===== src/rtl/yags_cache_ctrl.sv =====
// yags_cache_ctrl: sweeps one single-ported YAGS direction array after reset, then shares
// its port between fetch lookups and FIFO-buffered read-modify-write counter updates.
module yags_cache_ctrl #(
  parameter int         INDEX_W    = 10,
  parameter int         TAG_W      = 9,
  parameter int         Q_DEPTH    = 4,
  parameter int         STARVE_MAX = 8,
  parameter logic [1:0] INIT_CTR   = 2'b10
) (
  input  logic               clk,
  input  logic               rst_n,
  input  logic               lookup_req_i,
  input  logic [INDEX_W-1:0] lookup_index_i,
  input  logic [TAG_W-1:0]   lookup_tag_i,
  output logic               lookup_ready_o,
  output logic               lookup_valid_o,
  output logic               lookup_hit_o,
  output logic               lookup_pred_o,
  input  logic               upd_valid_i,
  input  logic [INDEX_W-1:0] upd_index_i,
  input  logic [TAG_W-1:0]   upd_tag_i,
  input  logic               upd_taken_i,
  input  logic               upd_alloc_i,
  output logic               upd_ready_o,
  output logic [7:0]         ovf_cnt_o,
  output logic               init_done_o,
  output logic               arr_en_o,
  output logic               arr_we_o,
  output logic [INDEX_W-1:0] arr_addr_o,
  output logic [TAG_W+2:0]   arr_wdata_o,
  input  logic [TAG_W+2:0]   arr_rdata_i
);
  localparam int PW = $clog2(Q_DEPTH);
  localparam int CW = $clog2(Q_DEPTH + 1);
  localparam int SW = $clog2(STARVE_MAX + 1);
  typedef enum logic [1:0] {INIT, IDLE, UPD_WR} state_e;
  typedef struct packed {
    logic [INDEX_W-1:0] idx;
    logic [TAG_W-1:0]   tag;
    logic               taken;
    logic               alloc;
  } upd_t;
  state_e             state_q, state_d;
  logic [INDEX_W-1:0] sweep_q, sweep_d;
  logic [SW-1:0]      starve_q, starve_d;
  logic               init_done_q, init_done_d;
  logic [PW-1:0]      wr_ptr_q, rd_ptr_q;
  logic [CW-1:0]      cnt_q;
  logic [7:0]         ovf_q;
  logic               lk_valid_q;
  logic [TAG_W-1:0]   lk_tag_q;
  upd_t               fifo_q [Q_DEPTH];
  upd_t               head;
  logic               full, empty, pop, push, force_drain, grant;
  logic               r_valid, upd_hit;
  logic [TAG_W-1:0]   r_tag;
  logic [1:0]         r_ctr, ctr_n;
  assign head        = fifo_q[rd_ptr_q];
  assign full        = cnt_q == CW'(Q_DEPTH);
  assign empty       = cnt_q == '0;
  assign pop         = state_q == UPD_WR;
  assign force_drain = full || (!empty && starve_q == SW'(STARVE_MAX));
  assign grant       = rst_n && state_q == IDLE && lookup_req_i && !force_drain;
  // A pop in the same cycle frees a slot, so a full FIFO can still accept
  assign upd_ready_o    = rst_n && (!full || pop);
  assign push           = upd_valid_i && upd_ready_o;
  assign lookup_ready_o = rst_n && state_q == IDLE && !force_drain;
  assign r_valid = arr_rdata_i[TAG_W+2];
  assign r_tag   = arr_rdata_i[TAG_W+1:2];
  assign r_ctr   = arr_rdata_i[1:0];
  assign upd_hit = r_valid && r_tag == head.tag;
  assign ctr_n   = head.taken ? (&r_ctr ? r_ctr : r_ctr + 2'd1) : (|r_ctr ? r_ctr - 2'd1 : r_ctr);
  assign lookup_valid_o = lk_valid_q;
  assign lookup_hit_o   = lk_valid_q && r_valid && r_tag == lk_tag_q;
  assign lookup_pred_o  = lookup_hit_o && r_ctr[1];
  assign ovf_cnt_o      = ovf_q;
  assign init_done_o    = init_done_q;
  always_comb begin
    state_d     = state_q;
    sweep_d     = sweep_q;
    starve_d    = starve_q;
    init_done_d = init_done_q;
    arr_en_o    = 1'b0;
    arr_we_o    = 1'b0;
    arr_addr_o  = '0;
    arr_wdata_o = '0;
    case (state_q)
      INIT: begin
        arr_en_o    = 1'b1;
        arr_we_o    = 1'b1;
        arr_addr_o  = sweep_q;
        arr_wdata_o = {1'b0, {TAG_W{1'b0}}, INIT_CTR};
        sweep_d     = sweep_q + 1'b1;
        if (&sweep_q) begin
          state_d     = IDLE;
          init_done_d = 1'b1;
        end
      end
      IDLE: begin
        if (grant) begin
          arr_en_o   = 1'b1;
          arr_addr_o = lookup_index_i;
          starve_d   = empty ? '0 : starve_q + 1'b1;
        end else if (!empty) begin
          arr_en_o   = 1'b1;
          arr_addr_o = head.idx;
          state_d    = UPD_WR;
          starve_d   = '0;
        end else begin
          starve_d   = '0;
        end
      end
      UPD_WR: begin
        arr_en_o    = upd_hit || head.alloc;
        arr_we_o    = upd_hit || head.alloc;
        arr_addr_o  = head.idx;
        arr_wdata_o = {1'b1, head.tag, upd_hit ? ctr_n : (head.taken ? 2'b10 : 2'b01)};
        state_d     = IDLE;
      end
      default: state_d = INIT;
    endcase
    // Keep the array port quiet while reset is held
    if (!rst_n) begin
      arr_en_o    = 1'b0;
      arr_we_o    = 1'b0;
      arr_addr_o  = '0;
      arr_wdata_o = '0;
    end
  end
  always_ff @(posedge clk or negedge rst_n) begin
    if (!rst_n) begin
      state_q     <= INIT;
      sweep_q     <= '0;
      starve_q    <= '0;
      init_done_q <= 1'b0;
      wr_ptr_q    <= '0;
      rd_ptr_q    <= '0;
      cnt_q       <= '0;
      ovf_q       <= '0;
      lk_valid_q  <= 1'b0;
      lk_tag_q    <= '0;
    end else begin
      state_q     <= state_d;
      sweep_q     <= sweep_d;
      starve_q    <= starve_d;
      init_done_q <= init_done_d;
      wr_ptr_q    <= wr_ptr_q + PW'(push);
      rd_ptr_q    <= rd_ptr_q + PW'(pop);
      cnt_q       <= cnt_q + CW'(push) - CW'(pop);
      ovf_q       <= (upd_valid_i && !upd_ready_o && ovf_q != 8'hFF) ? ovf_q + 8'd1 : ovf_q;
      lk_valid_q  <= grant;
      lk_tag_q    <= grant ? lookup_tag_i : lk_tag_q;
    end
  end
  always_ff @(posedge clk) begin
    if (push) fifo_q[wr_ptr_q] <= '{idx: upd_index_i, tag: upd_tag_i, taken: upd_taken_i, alloc: upd_alloc_i};
  end
endmodule

===== config.mk =====
export PLATFORM = sky130hd
export DESIGN_NAME = yags_cache_ctrl
export DESIGN_NICKNAME = d
export VERILOG_FILES = /design/src/rtl/yags_cache_ctrl.sv
export SDC_FILE = /design/constraint.sdc
export NUM_CORES = 1
export LEC_CHECK = 0
export ABC_AREA = 1
export CAP_MARGIN = 40
export CORE_MARGIN = 1
export CORE_UTILIZATION = 55
export CTS_BUF_LIST = sky130_fd_sc_hd__clkbuf_8
export CTS_CLUSTER_SIZE = 25
export DETAILED_ROUTE_END_ITERATION = 16
export MAX_ROUTING_LAYER = met4
export PLACE_DENSITY = 0.82
export SETUP_SLACK_MARGIN = 0.02
export SLEW_MARGIN = 20
export SYNTH_ARGS = -nofsm -noshare
export SYNTH_HDL_FRONTEND = slang
export SYNTH_SLANG_ARGS = --single-unit
export TNS_END_PERCENT = 5

===== constraint.sdc =====
create_clock -name clk -period 3.25 [get_ports clk]
set_input_delay 0.65 -clock clk [delete_from_list [all_inputs] [get_ports clk]]
set_output_delay 0.65 -clock clk [all_outputs]
set_load 0.02 [all_outputs]

---- After elaboration in Yosys (flattened, before gate mapping) ----
Memories as Yosys holds them, arrays and structs flattened.
Index checks and enable logic that the tools add are counted.
word-level totals
  register bits after elaboration ......... 42
  memory bits (writable) .................. 84
  output and inout bits ................... 38
  memories ................................ 1
cells by class
  $add $sub $neg .......................... 9
  equality and inequality tests ........... 10
  multiplexer cells ....................... 25
  reductions and logical operators ........ 27
memory list
  name    words  bits a word  read ports  clocked after memory_dff  wr ports  line  text
  fifo_q  4      21           1           0                         1         52    upd_t fifo_q [Q_DEPTH];
operators by type and width
  cell                     number
  $mux W10                 3
  $pmux W10 S3             1
  $pmux W12 S2             1
  $eq A9 B9 Y1             2
  $mux W2                  8
  $logic_and A1 B1 Y1      13
  $mux W12                 1
  $reduce_and A11 Y1       1
  $add A10 B1 Y10 const B  1
  $reduce_and A10 Y1       1
  $add A8 B1 Y8 const B    1
  $mux W4                  2
  $ne A8 B8 Y1 const B     1
  $mux W1                  6
  $ne A2 B2 Y1 const B     3
  $pmux W2 S3              1
  $add A2 B1 Y2            2
  $add A4 B1 Y4 const B    1
  $eq A4 B4 Y1 const B     1
  $logic_not A1 Y1         4
  $add A3 B1 Y3            1
  $eq A3 B3 Y1 const B     1
  $logic_not A3 Y1         1
  $logic_or A1 B1 Y1       3
  11 further kinds         11

---- Logic depth before layout (Yosys ltp) ----
  word-level depth ........................ 9
  depth in mapped cells ................... 14
  gate-level depth less buffers ........... 13

---- Worst setup path after synthesis ----
No wires, ideal clock.
  path kind ............................... reg-to-reg
  start ................................... register state_q[1]
  end ..................................... memory fifo_q[0][0] (netlist name), enable pin
  arrival time ............................ 2634 ps
  setup slack ............................. 190 ps
  stages on the path, launching flop included .. 7
  period minus slack after synthesis ...... 3060 ps
  cells stage by stage .................... dfrtp_1 -> inv_1 -> nor2_1 -> o21ai_1 -> inv_1 -> nand2_1 -> nor3_1
between the ends
  longest elaborated chain between the ends .. 6
ends and longest elaborated chain
  element                        line  text
  start: declaration             43    state_e state_q, state_d;
  start signal: assignment       143   state_q <= state_d;
  $eq A2 B2 Y1                   61    assign pop = state_q == UPD_WR;
  $logic_or A1 B1 Y1             65    assign upd_ready_o = rst_n && (!full || pop);
  $logic_and A1 B1 Y1            65
  net upd_ready_o                24    output logic upd_ready_o,
  $logic_and A1 B1 Y1            66    assign push = upd_valid_i && upd_ready_o;
  $mux W1                        156   if (push) fifo_q[wr_ptr_q] <= '{idx: upd_index_i, tag: upd_tag_i, taken: upd_taken_i, alloc: upd_alloc_i};
  $mux W1 (not written as such)  156
  end: declaration               52
The timed path passes the listed nets, and every way through them passes these cells.

---- Final worst setup path ----
  start ................................... register state_q[1]
  end ..................................... output arr_addr_o[5]
between the ends
  longest elaborated chain between the ends .. 7
  elaborated cells between the ends (all ways) .. 9
  classes of those cells .................. eq/ne (2); mux (3); reduce/logical (4)
ends and longest elaborated chain
  element                           line    text
  $eq A2 B1 Y1                      63, 87
  $logic_and A1 B1 Y1 (3 in a row)  63      assign grant = rst_n && state_q == IDLE && lookup_req_i && !force_drain;
  $mux W10                          100     if (grant) begin
  $pmux W10 S3 (*)                  87      case (state_q)
  $mux W10 (*)                      123     if (!rst_n) begin
  end: declaration                  29      output logic [INDEX_W-1:0] arr_addr_o,
Every way passes the cells marked *; elsewhere a longest branch is shown, timed or not.

==> qor.txt <==
Fill count -> 675
Seq/Total Area, Yosys -> 62.3%
Worst skew pair latency -> 420 ps
Chip width -> 104 um
Largest area contributor in the netlist -> edfxtp_1
Hold Crit Class -> in -> async
Layout cells sized above 1 -> 11.2%
Netlist cell types -> 33
Launching point of the worst reg2reg path -> state_q[1]
Reg clk slew, reported paths -> 80 ps
Max-slew headroom -> 63.2%
Post-Syn Instances -> 573
Maxcap violations -> 0
PwrDens -> 824 nW/um^2
HPWL Detailed -> 9.50 mm
CTS tree -> done
YS warnings -> 0
WS Path Type -> reg -> out
Max FO, Critical Path -> 11
Min Tclk post-route -> 3180 ps
Number of top-level pins -> 94
Worst Skew -> 16.0 ps
Top cell type's share of synthesized area -> 44.0%
Port Buffers -> 93
Max Clk Rate -> 0.315 GHz
Final GP Congestion -> 0.947
RSZ-0062 raised after global routing -> true
Number of diodes -> 0
Die area -> 10800 sq um
DRT Pass-1 Iters -> 6
Final Hold Vio Count -> 0
Wire length per cell -> 16.1 um
Routed vias/inst -> 5.44
Clock Tree Root -> clkbuf_8
Status -> complete, no violations
Global-route wire length before repair -> 21.9 mm
DR iter-0 viols -> 334
Final TNS setup -> 0 ps
Largest net degree at the start of global routing -> 44
CP endpoint kind -> output pin
Nets@finish -> 760
Worst VDD drop -> 0.443 mV
Post-Syn Nets -> 638
Post-DRT Antenna Nets -> 0
Cell area after synthesis -> 5740 sq um
DRT Wirelength -> 13.5 mm
CP required -> 2600 ps
Initial antenna violation count -> 0
Vias -> 4576
Placed instance count -> 807
Gr usage total -> 27.0%
Hold_buf cts -> 0
Htree depth -> 4
Fin Hold WS -> 317 ps
R2r worst-path depth -> 11
Final core occ -> 74.4%
Chip Height -> 104 um
Core Rows -> 36
Reg2reg end -> cnt_q[2]
# clock sinks -> 126
Area Growth Syn to Fin -> 29.0%
Total power draw -> 6.10 mW
Slew @ Worst Pin -> 553 ps
P_leak -> 3.20 nW
Reg2Reg Setup Slack -> 770 ps
Congestion Overflow GR -> 0
Non-Filler Instances -> 841
Final max-slew violation count -> 0
Starting Density -> 57.7%
Synthesized area per cell -> 10.0 sq um
Vias in the first global route -> 4460
FF+latch count, synth -> 126
Clock Path Buffers -> 2
CP Launch Type -> flip-flop
Drt drc -> 0
Core Region -> 9950 sq um
Worst path arrival time -> 2530 ps
CTS Buf Count -> 17
Top cells by area, synth -> edfxtp_1 (44%), dfrtp_1 (18%), nand2_1 (9.5%)
Setup violators final -> 0
Final period util -> 97.7%
==> layer usage <==
layer,up-vias,GRT usage [%],wire length (um)
met3,20,4.82,849
met1,2179,34.4,5720
li1,2194,-,-
met4,0,9.90,197
met2,183,43.7,6740
met5,-,-,0
==> cells in the mapped netlist, drive strengths merged <==
cell,instances
a21boi,2
a21oi,18
a221oi,1
a22oi,7
a31o,1
a31oi,1
a32oi,1
buf,10
clkbuf,7
clkinv,1
dfrtp,42
edfxtp,84
fa,1
ha,8
inv,51
nand2,147
nand3,47
nand4,5
nor2,57
nor3,8
nor3b,1
nor4,1
o21ai,32
o22ai,14
o31ai,1
xnor2,12
xor2,13
==> kinds of logic after synthesis <==
group	share of synthesized area, %
flip-flops	62.3
adder cells (fa/ha/maj)	2.09
AO/OA/AOI/OAI	7.76
AND/OR/NAND/NOR	19.3
buffers and inverters	4.82
XOR/XNOR	3.82
==> report_power, final <==
group / internal, mW / switching [mW]
Sequential: 2.04 / 0.240
Combinational: 0.929 / 1.56
Clock: 0.583 / 0.745
==> layout make-up <==
type	instances	area (sq um)	share of cell area [%]
Sequential cell	126	3570	48.3
Multi-Input combinational cell	378	1910	25.9
Tap cell	133	166	2.25
Inverter	52	201	2.72
Clock buffer	17	234	3.16
Timing Repair inverter	1	7.51	0.101
Timing Repair Buffer	119	1140	15.4
Clock inverter	15	165	2.23
==> layout by cell type, fill, tap and decap left out, types with 3 or more instances in the layout <==
cell type | synthesis | final
nand2_1 | 146 | 146
edfxtp_1 | 84 | 84
clkdlybuf4s50_1 | 0 | 78
nor2_1 | 55 | 55
inv_1 | 47 | 46
nand3_1 | 47 | 46
dfrtp_1 | 42 | 41
o21ai_0 | 29 | 29
buf_4 | 0 | 23
a21oi_1 | 18 | 18
clkbuf_8 | 0 | 17
o22ai_1 | 14 | 14
xor2_1 | 13 | 13
xnor2_1 | 12 | 12
ha_1 | 8 | 8
dlymetal6s2s_1 | 0 | 8
a22oi_1 | 7 | 7
nand4_1 | 5 | 5
inv_8 | 0 | 5
dlygate4sd2_1 | 0 | 5
inv_2 | 4 | 4
nor3_2 | 0 | 4
nor3_1 | 8 | 4
inv_6 | 0 | 4
o21ai_1 | 3 | 3
clkinvlp_4 | 0 | 3
clkinv_8 | 0 | 3
buf_6 | 1 | 3
==> how the worst max path moves through the flow <==
stage,startpoint,to,slack [ps],cells past startpoint
global route,state_q[1],arr_addr_o[5],-60,8
finish,state_q[1],arr_addr_o[5],70,8
CTS,rd_ptr_q[1],arr_wdata_o[0],-200,12
global placement,arr_rdata_i[4],arr_en_o,10,10
detailed placement,arr_rdata_i[4],arr_en_o,-30,10
floorplan,state_q[1],fifo_q[0][0],190,6
==> per-stage QoR <==
step / instance area, sq um / worst slack, ps
3_5_place_dp: 6960 / -30.3
6_report: 7400 / 74.1
4_1_cts: 7380 / -197
3_3_place_gp: 6960 / 14.8
2_1_floorplan: 5740 / 190
5_1_grt: 7400 / -57.7
==> sequential cells by signal (all words and copies together) (netlist names) <==
| signal | flops |
|---|---|
| fifo_q | 84 |
| sweep_q | 10 |
| lk_tag_q | 9 |
| ovf_cnt_o | 8 |
| starve_q | 4 |
| cnt_q | 3 |
| rd_ptr_q | 2 |
| state_q | 2 |
| wr_ptr_q | 2 |
| init_done_o | 1 |
| lookup_valid_o | 1 |
==> critical path, cell delays in order (launching register included) <==
cell and delay [ps]:
dfrtp_1 430, inv_1 120, nand2_2 120, nor3b_2 210
nand3_1 150, inv_2 200, a22oi_1 100, a21oi_1 160
clkdlybuf4s50_1 620
==> repair_timing <==
item,4_1_cts,5_1_grt
gates cloned,1,0
setup endpoints to repair,10,21
setup buffers,1,0
hold endpoints to repair,0,0
gates resized for setup,12,13
Power figures use the tool's default switching activity.
